File: config.mk
export PLATFORM = sky130hd
export DESIGN_NAME = keccak_state_streamer
export DESIGN_NICKNAME = d
export VERILOG_FILES = /design/src/rtl/keccak_dbg_pkg.sv /design/src/rtl/slice_mux.sv /design/src/rtl/keccak_state_streamer.sv
export SDC_FILE = /design/constraint.sdc
export NUM_CORES = 2
export LEC_CHECK = 0
export ABC_CLOCK_PERIOD_IN_PS = 138200
export CORE_AREA = 2 2 653 655
export CTS_CLUSTER_SIZE = 24
export DETAILED_ROUTE_END_ITERATION = 8
export DIE_AREA = 0 0 655 657
export GPL_TIMING_DRIVEN = 0
export SLEW_MARGIN = 20
export SYNTH_ARGS = -nofsm -noshare
export SYNTH_HDL_FRONTEND = slang
export SYNTH_SLANG_ARGS = --single-unit
File: constraint.sdc
create_clock -name clk -period 138.2 [get_ports clk]
set_clock_uncertainty 0.1 [all_clocks]
set_input_delay 27.64 -clock clk [delete_from_list [all_inputs] [get_ports clk]]
set_output_delay 27.64 -clock clk [all_outputs]
set_load 0.01 [all_outputs]
File: src/rtl/keccak_dbg_pkg.sv
// ----------------------------------------------------------------------------
// keccak_dbg_pkg : shared geometry defaults, slice type and FSM states
// Rev 1.0
// ----------------------------------------------------------------------------
`default_nettype none

package keccak_dbg_pkg;

  localparam int SLICE_W_DEF    = 25;
  localparam int NUM_SLICES_DEF = 64;

  typedef logic [SLICE_W_DEF-1:0] slice_t;

  typedef enum logic [1:0] {
    IDLE   = 2'd0,
    STREAM = 2'd1,
    DONE   = 2'd2
  } state_e;

endpackage

`default_nettype wire

File: src/rtl/slice_mux.sv
// ----------------------------------------------------------------------------
// slice_mux : combinational indexed slice select from a flattened state
// Rev 1.0
// ----------------------------------------------------------------------------
`default_nettype none

module slice_mux
  import keccak_dbg_pkg::*;
#(
  parameter int SLICE_W    = SLICE_W_DEF,
  parameter int NUM_SLICES = NUM_SLICES_DEF,
  parameter int IDX_W      = $clog2(NUM_SLICES)
) (
  input  logic [SLICE_W*NUM_SLICES-1:0] state_i,
  input  logic [IDX_W-1:0]              idx_i,
  output logic [SLICE_W-1:0]            slice_o
);

  always_comb begin
    slice_o = '0;
    for (int i = 0; i < NUM_SLICES; i++) begin
      if (idx_i == IDX_W'(i)) begin
        slice_o = state_i[i*SLICE_W +: SLICE_W];
      end
    end
  end

endmodule

`default_nettype wire

File: src/rtl/keccak_state_streamer.sv
// ----------------------------------------------------------------------------
// keccak_state_streamer : snapshot a Keccak state, stream it one slice/beat
// Rev 1.0
// ----------------------------------------------------------------------------
`default_nettype none

module keccak_state_streamer
  import keccak_dbg_pkg::*;
#(
  parameter int SLICE_W    = SLICE_W_DEF,
  parameter int NUM_SLICES = NUM_SLICES_DEF,
  parameter int TAG_W      = 10,
  parameter int REVERSE    = 0,
  parameter int CNT_W      = 16
) (
  input  logic                          clk,
  input  logic                          rst,
  input  logic                          cap_valid,
  output logic                          cap_ready,
  input  logic [TAG_W-1:0]              cap_tag,
  input  logic [SLICE_W*NUM_SLICES-1:0] cap_data,
  output logic                          out_valid,
  input  logic                          out_ready,
  output logic [SLICE_W-1:0]            out_data,
  output logic [$clog2(NUM_SLICES)-1:0] out_index,
  output logic [TAG_W-1:0]              out_tag,
  output logic                          out_last,
  output logic                          done,
  output logic [CNT_W-1:0]              dump_count
);

  localparam int IDX_W = $clog2(NUM_SLICES);
  localparam logic [IDX_W-1:0] c_first_idx = (REVERSE != 0) ? IDX_W'(NUM_SLICES-1) : '0;
  localparam logic [IDX_W-1:0] c_last_idx  = (REVERSE != 0) ? '0 : IDX_W'(NUM_SLICES-1);

  state_e                          state_q, state_d;
  logic [IDX_W-1:0]                idx_q, idx_d;
  logic [SLICE_W*NUM_SLICES-1:0]   snap_q;
  logic [TAG_W-1:0]                tag_q;
  logic [CNT_W-1:0]                cnt_q;
  logic [SLICE_W-1:0]              w_slice;
  logic                            w_cap_fire;
  logic                            w_at_last;

  assign w_cap_fire = cap_valid && cap_ready;
  assign w_at_last  = (idx_q == c_last_idx);

  slice_mux #(
    .SLICE_W    (SLICE_W),
    .NUM_SLICES (NUM_SLICES),
    .IDX_W      (IDX_W)
  ) u_slice_mux (
    .state_i (snap_q),
    .idx_i   (idx_q),
    .slice_o (w_slice)
  );

  always_ff @(posedge clk) begin
    if (rst) begin
      state_q <= IDLE;
      idx_q   <= '0;
      tag_q   <= '0;
      cnt_q   <= '0;
    end else begin
      state_q <= state_d;
      idx_q   <= idx_d;
      if (w_cap_fire) begin
        tag_q <= cap_tag;
      end
      if (state_q == DONE) begin
        cnt_q <= cnt_q + CNT_W'(1);
      end
    end
  end

  // Snapshot needs no reset: outputs are blanked whenever not streaming.
  always_ff @(posedge clk) begin
    if (w_cap_fire) begin
      snap_q <= cap_data;
    end
  end

  always_comb begin
    state_d   = state_q;
    idx_d     = idx_q;
    cap_ready = 1'b0;
    out_valid = 1'b0;
    done      = 1'b0;
    case (state_q)
      IDLE: begin
        cap_ready = !rst;
        if (cap_valid && !rst) begin
          idx_d   = c_first_idx;
          state_d = STREAM;
        end
      end
      STREAM: begin
        out_valid = 1'b1;
        if (out_ready) begin
          if (w_at_last) begin
            state_d = DONE;
          end else if (REVERSE != 0) begin
            idx_d = idx_q - IDX_W'(1);
          end else begin
            idx_d = idx_q + IDX_W'(1);
          end
        end
      end
      DONE: begin
        done    = 1'b1;
        state_d = IDLE;
      end
      default: begin
        state_d = IDLE;
      end
    endcase
  end

  assign out_data   = out_valid ? w_slice : '0;
  assign out_index  = out_valid ? idx_q   : '0;
  assign out_tag    = out_valid ? tag_q   : '0;
  assign out_last   = out_valid && w_at_last;
  assign dump_count = cnt_q;

endmodule

`default_nettype wire

==> Word level (Yosys, flattened, before mapping) <==
Index checks and enable logic that the tools add are counted.
{ "word_totals": {"reg_bits": 1634, "inputBits": 1614, "word_cells": 163, "output_inout_bits": 61} }
{ "op_classes": {"muxes": 78, "n_reduce_logical": 9, "eq_ne": 69, "n_addsub": 2} }
{ "op_table": {"columns": ["cell", "n"], "rows": [
  ["25-bit two-way mux", 65],
  ["6-bit equality test, second input constant", 32],
  ["6-bit by 5-bit equality test with 1-bit output, second input constant", 16],
  ["6-bit by 4-bit equality test with 1-bit output, second input constant", 8],
  ["6-bit by 3-bit equality test with 1-bit output, second input constant", 4],
  ["6-bit two-way mux", 4],
  ["16-bit by 1-bit adder with 16-bit output, second input constant", 1],
  ["6-bit by 2-bit equality test with 1-bit output, second input constant", 2],
  ["6-bit one-hot mux with 2 select lines", 1],
  ["10-bit two-way mux", 1],
  ["2-bit inequality test, second input constant", 4],
  ["6-bit by 1-bit adder with 6-bit output, second input constant", 1],
  ["6-bit by 1-bit equality test with 1-bit output, second input constant", 1],
  ["6-bit logical NOT", 1],
  ["2-bit two-way mux", 3],
  ["2-bit one-hot mux with 2 select lines", 1],
  ["4-bit AND reduction", 1],
  ["1-bit logical AND", 3],
  ["1-bit two-way mux", 3],
  ["3-bit AND reduction", 1],
  ["2-bit by 1-bit equality test with 1-bit output, second input constant", 1],
  ["2-bit equality test, second input constant", 1],
  ["2-bit logical NOT", 1],
  ["2-bit nonzero test", 1],
  ["1-bit logical NOT", 1]
]} }

==> Depth between registers and ports, before layout <==
{ "logic_depth": {"word_depth": 66, "mapped_depth": 14, "mapped_depth_nobuf": 10} }

==> By module <==
A second synthesis with hierarchy kept.
{ "hier_totals": {"cells_unflattened": 4022, "hier_area_um2": 64159.0} }
{ "modules_own_cells": {"columns": ["mod", "area_per_inst_um2", "instances", "seq_area_each_um2", "cells_per_inst"], "rows": [
  ["keccak_state_streamer", 49834.0, 1, 48726.7, 1824],
  ["slice_mux", 14325.0, 1, 0.0, 2198]
]} }

==> Worst setup path after synthesis <==
OpenSTA, ideal clock, no wires.
{ "synth_path": {"path_kind": "in2reg", "from": "in rst", "to": "reg snap_q[0], enable pin", "arrival_ns": 71.572, "path_buffers": 3, "required_time_ns": 135.514, "stages": 5, "setup_ns": 2.586, "slack_ns": 63.942, "cell_sequence": "clkbuf_1 nor3_1 and2_1 clkbuf_1 clkbuf_1"} }
{ "synth_between": {"elab_chain_cells": 3} }
{ "synth_lines": {"columns": ["item", "line", "text"], "rows": [
  ["start: declaration", "keccak_state_streamer.sv:17", "input logic rst,"],
  ["1-bit logical NOT", "keccak_state_streamer.sv:91", "cap_ready = !rst;"],
  ["1-bit two-way mux", "keccak_state_streamer.sv:89", "case (state_q)"],
  ["named net cap_ready", "keccak_state_streamer.sv:19", "output logic cap_ready,"],
  ["1-bit logical AND", "keccak_state_streamer.sv:45", "assign w_cap_fire = cap_valid && cap_ready;"],
  ["named net w_cap_fire", "keccak_state_streamer.sv:42", "logic w_cap_fire;"],
  ["end signal: assignment", "keccak_state_streamer.sv:79", "snap_q <= cap_data;"],
  ["end: declaration", "keccak_state_streamer.sv:38", "logic [SLICE_W*NUM_SLICES-1:0] snap_q;"]
]} }
The timed path passes the listed nets, and every way through them passes these cells.
A chain may end at the register's enable or synchronous reset.

==> Worst setup path after layout <==
{ "layout_path": {"from": "in rst", "to": "out cap_ready"} }
{ "layout_between": {"elab_chain_cells": 2} }
{ "layout_lines": {"columns": ["item", "line"], "rows": [
  ["1-bit logical NOT", "keccak_state_streamer.sv:91"],
  ["1-bit two-way mux", "keccak_state_streamer.sv:89"],
  ["end: declaration", "keccak_state_streamer.sv:19"]
]} }
No other way between the ends.

==> run metrics <==
clk root buf=clkbuf_16; CTS Buf Count=210; worst r2r dst=snap_q[757]; worst-path cell chain=clkbuf_1 -> nor3_1 -> clkdlybuf4s50_1; area occupied by multi-input gates=15590 um2; final hold violations=0; first-pass GRT wire length=684100 um; synthesized net count=5866; Pwr Density=12.55 nW/um2; most frequent cells in the layout=clkdlybuf4s50_1 (1673), edfxtp_1 (1600), nor2_1 (269); Lkg Pwr=31.89 nW; Hold Crit Start=tag_q[3]; Synth Area in XOR/XNOR=0.2168%; via/cell ratio=4.566; hold path cells=2; area grow syn2layout=53.93%; Die Area=430300 um2; Tmin final=56500 ps; Post-CTS Resized=0; max cap viols=0; sequential cell area fraction in the yosys report=75.39%; initial antenna violation count=495; CTS max path bufs=4; Hold EP=tag_q[3]; CTS tree=done; Final Setup Violations=0; Buf+Inv Stages, Crit Path=2; row count=239; slowest CP cell=clkdlybuf4s50_1; simple-gate share of the synthesized area=8.260%; height of the die=657 um; post-synth cell types=104; Worst VDD drop=0.00001615 V; Seq cells post-synth=1634; share of layout cells above drive strength 1=13.24%; clk_lat worst skew=950 ps; HP Class=register to register; Hold-fix buffers, CTS=0; # nets final=7913; Die X=655 um; total track usage=25.73%; reg2reg setup slack=133330 ps; Post-Syn Area=64640 um2; Max-slew headroom=6.139%; largest family of logic cells by synthesized area=compound AO/OA/AOI/OAI gates; # IOs=1675; crit path capture type=output pin; DRT iter0 DRCs=8797; setup TNS=0 ps; RSZ-0062 raised after global routing=no; Placeable Area=422800 um2; Max Clock Freq=17.70 MHz; final worst-path cycle share=40.89%; H-Tree Depth=4; R2R depth=12; Initial Util=15.29%; # fillers=44660; ANT nets after route=0; predominant post-synthesis flop cell=edfxtp_1; Setup crit start kind=input pin; fraction of registers with async set/reset=0%; DRC=0; mean area per synthesized cell=15.22 um2; CTS sink count=1634; IO Port Bufs=1673; Total Power=1.249 mW; Synth warnings=0; CP arrival=28760 ps; post-DP HPWL=489100 um; CP max FO=9; GP Congestion=0.9925; Top delay family on crit path=buffers and inverters; Post-CTS Repair Setup Buffers=0; Max Transition Viols Final=0; largest net degree at the start of global routing=55; vias in the first global route=52050; Worst EP required=110460 ps; final WL=576600 um; crit-path max cell delay=620 ps; Sequential Area=48730 um2; Post-Synthesis Cells=4247; commonest non-fill, non-tap cell in the layout=clkdlybuf4s50_1; overflow left after global routing=0; FF-to-FF Start=state_q[1]; multiplexer area fraction after synthesis=0.01549%; via count=56150; Clk pin slew, worst setup/hold paths=50 ps; Synth Area in Compound Gates=14.20%; Post-synth EDFFs=1600; WL per Instance=46.89 um; status=completed; Crit Path Class=input pin to output pin; Slew @ Worst Pin=1397 ps; TritonRoute pass-1 iters=8; post-synthesis adder-cell area fraction=0.09679%
[metrics by stage]
step / hold WS, ps / worst slack (ps) / util, % / area (um2) / cells
detailed placement: 366.6 / 81710 / 21.75 / 91970 / 11750
CTS: 375.6 / 81700 / 23.42 / 99040 / 12130
floorplan: 344.7 / 63940 / - / 64640 / 4247
finish: 371.3 / 81700 / 23.53 / 99500 / 12300
global route: 394.6 / 81670 / 23.48 / 99300 / 12220
global placement: 362.2 / 39030 / 20.92 / 88470 / 11580
[final cells by class]
cell class / count / share of cell area (%)
Antenna cell: 170 / 0.4276
Buffer: 235 / 1.195
Clock buffer: 236 / 5.380
Clock inverter: 147 / 1.728
Inverter: 12 / 0.04653
Multi-Input combinational cell: 2366 / 15.67
Sequential cell: 1634 / 48.97
Tap cell: 5663 / 7.121
Timing Repair Buffer: 1835 / 19.46
[where the power goes]
part / internal (mW) / total [mW] / switching (mW)
clock: 0.327 / 0.582 / 0.254
combinational: 0.0497 / 0.0910 / 0.0414
sequential: 0.567 / 0.576 / 0.00950
total: 0.944 / 1.25 / 0.305
[kinds of logic (layout without fill, tap and decap cells)]
family / Yosys count / count (layout)
flops: 1634 / 1634
compound gates: 1283 / 1283
simple gates: 1061 / 1061
buf+inv: 247 / 2465
xor+xnor: 16 / 16
fa+ha+maj: 5 / 5
mux: 1 / 1
other cells: 0 / 170
[registers in the layout, summed over array words and instances, names as in the netlist]
signal and flops:
idx_q 6, dump_count 16, state_q 2, tag_q 10, snap_q 1600
[worst reg2reg max path: cells and delay by family, from the launching register on]
| family | cells | cell delay (ps) |
|---|---|---|
| buffers and inverters | 10 | 3470 |
| DFF | 1 | 430 |
| and+or+nand+nor | 2 | 550 |
[per-layer routing]
layer  global-route usage [%]  share of wire (%)  vias to the layer above
met2                    39.07                 44                     4307
li1                         -                  -                    21840
met3                    11.37                 12                     1078
met5                        0               0.40                        -
met4                    10.14                4.4                      370
met1                    31.77                 39                    28560
[cell usage after synthesis, types with 30 or more instances]
| cell type | count | area share [%] |
|---|---|---|
| nor4_1 | 32 | 0.31 |
| dfxtp_1 | 34 | 1.1 |
| o211ai_1 | 41 | 0.48 |
| nand4_1 | 31 | 0.30 |
| a21oi_1 | 208 | 1.6 |
| a221oi_1 | 156 | 2.1 |
| nand2_1 | 261 | 1.5 |
| nor2_1 | 292 | 1.7 |
| o21ai_0 | 181 | 1.4 |
| a211oi_1 | 48 | 0.56 |
| clkbuf_1 | 102 | 0.59 |
| a2111oi_0 | 30 | 0.41 |
| a22oi_1 | 81 | 0.94 |
| nor3_1 | 101 | 0.78 |
| edfxtp_1 | 1600 | 74 |
| o221ai_1 | 81 | 1.1 |
| a221o_1 | 52 | 0.81 |
| o22ai_1 | 141 | 1.4 |
| nand3_1 | 105 | 0.81 |
| buf_2 | 93 | 0.72 |
| a31oi_1 | 31 | 0.30 |
[worst max path at each step]
stage	start	to	slack [ps]	cells after the start
final	rst	cap_ready	81700	3
after global routing	rst	cap_ready	81670	3
after detailed placement	rst	cap_ready	81710	3
after CTS	rst	cap_ready	81700	3
after global placement	rst	snap_q[827]	39030	5
after floorplan	rst	snap_q[0]	63940	5
(Power assumes the default switching activity.)
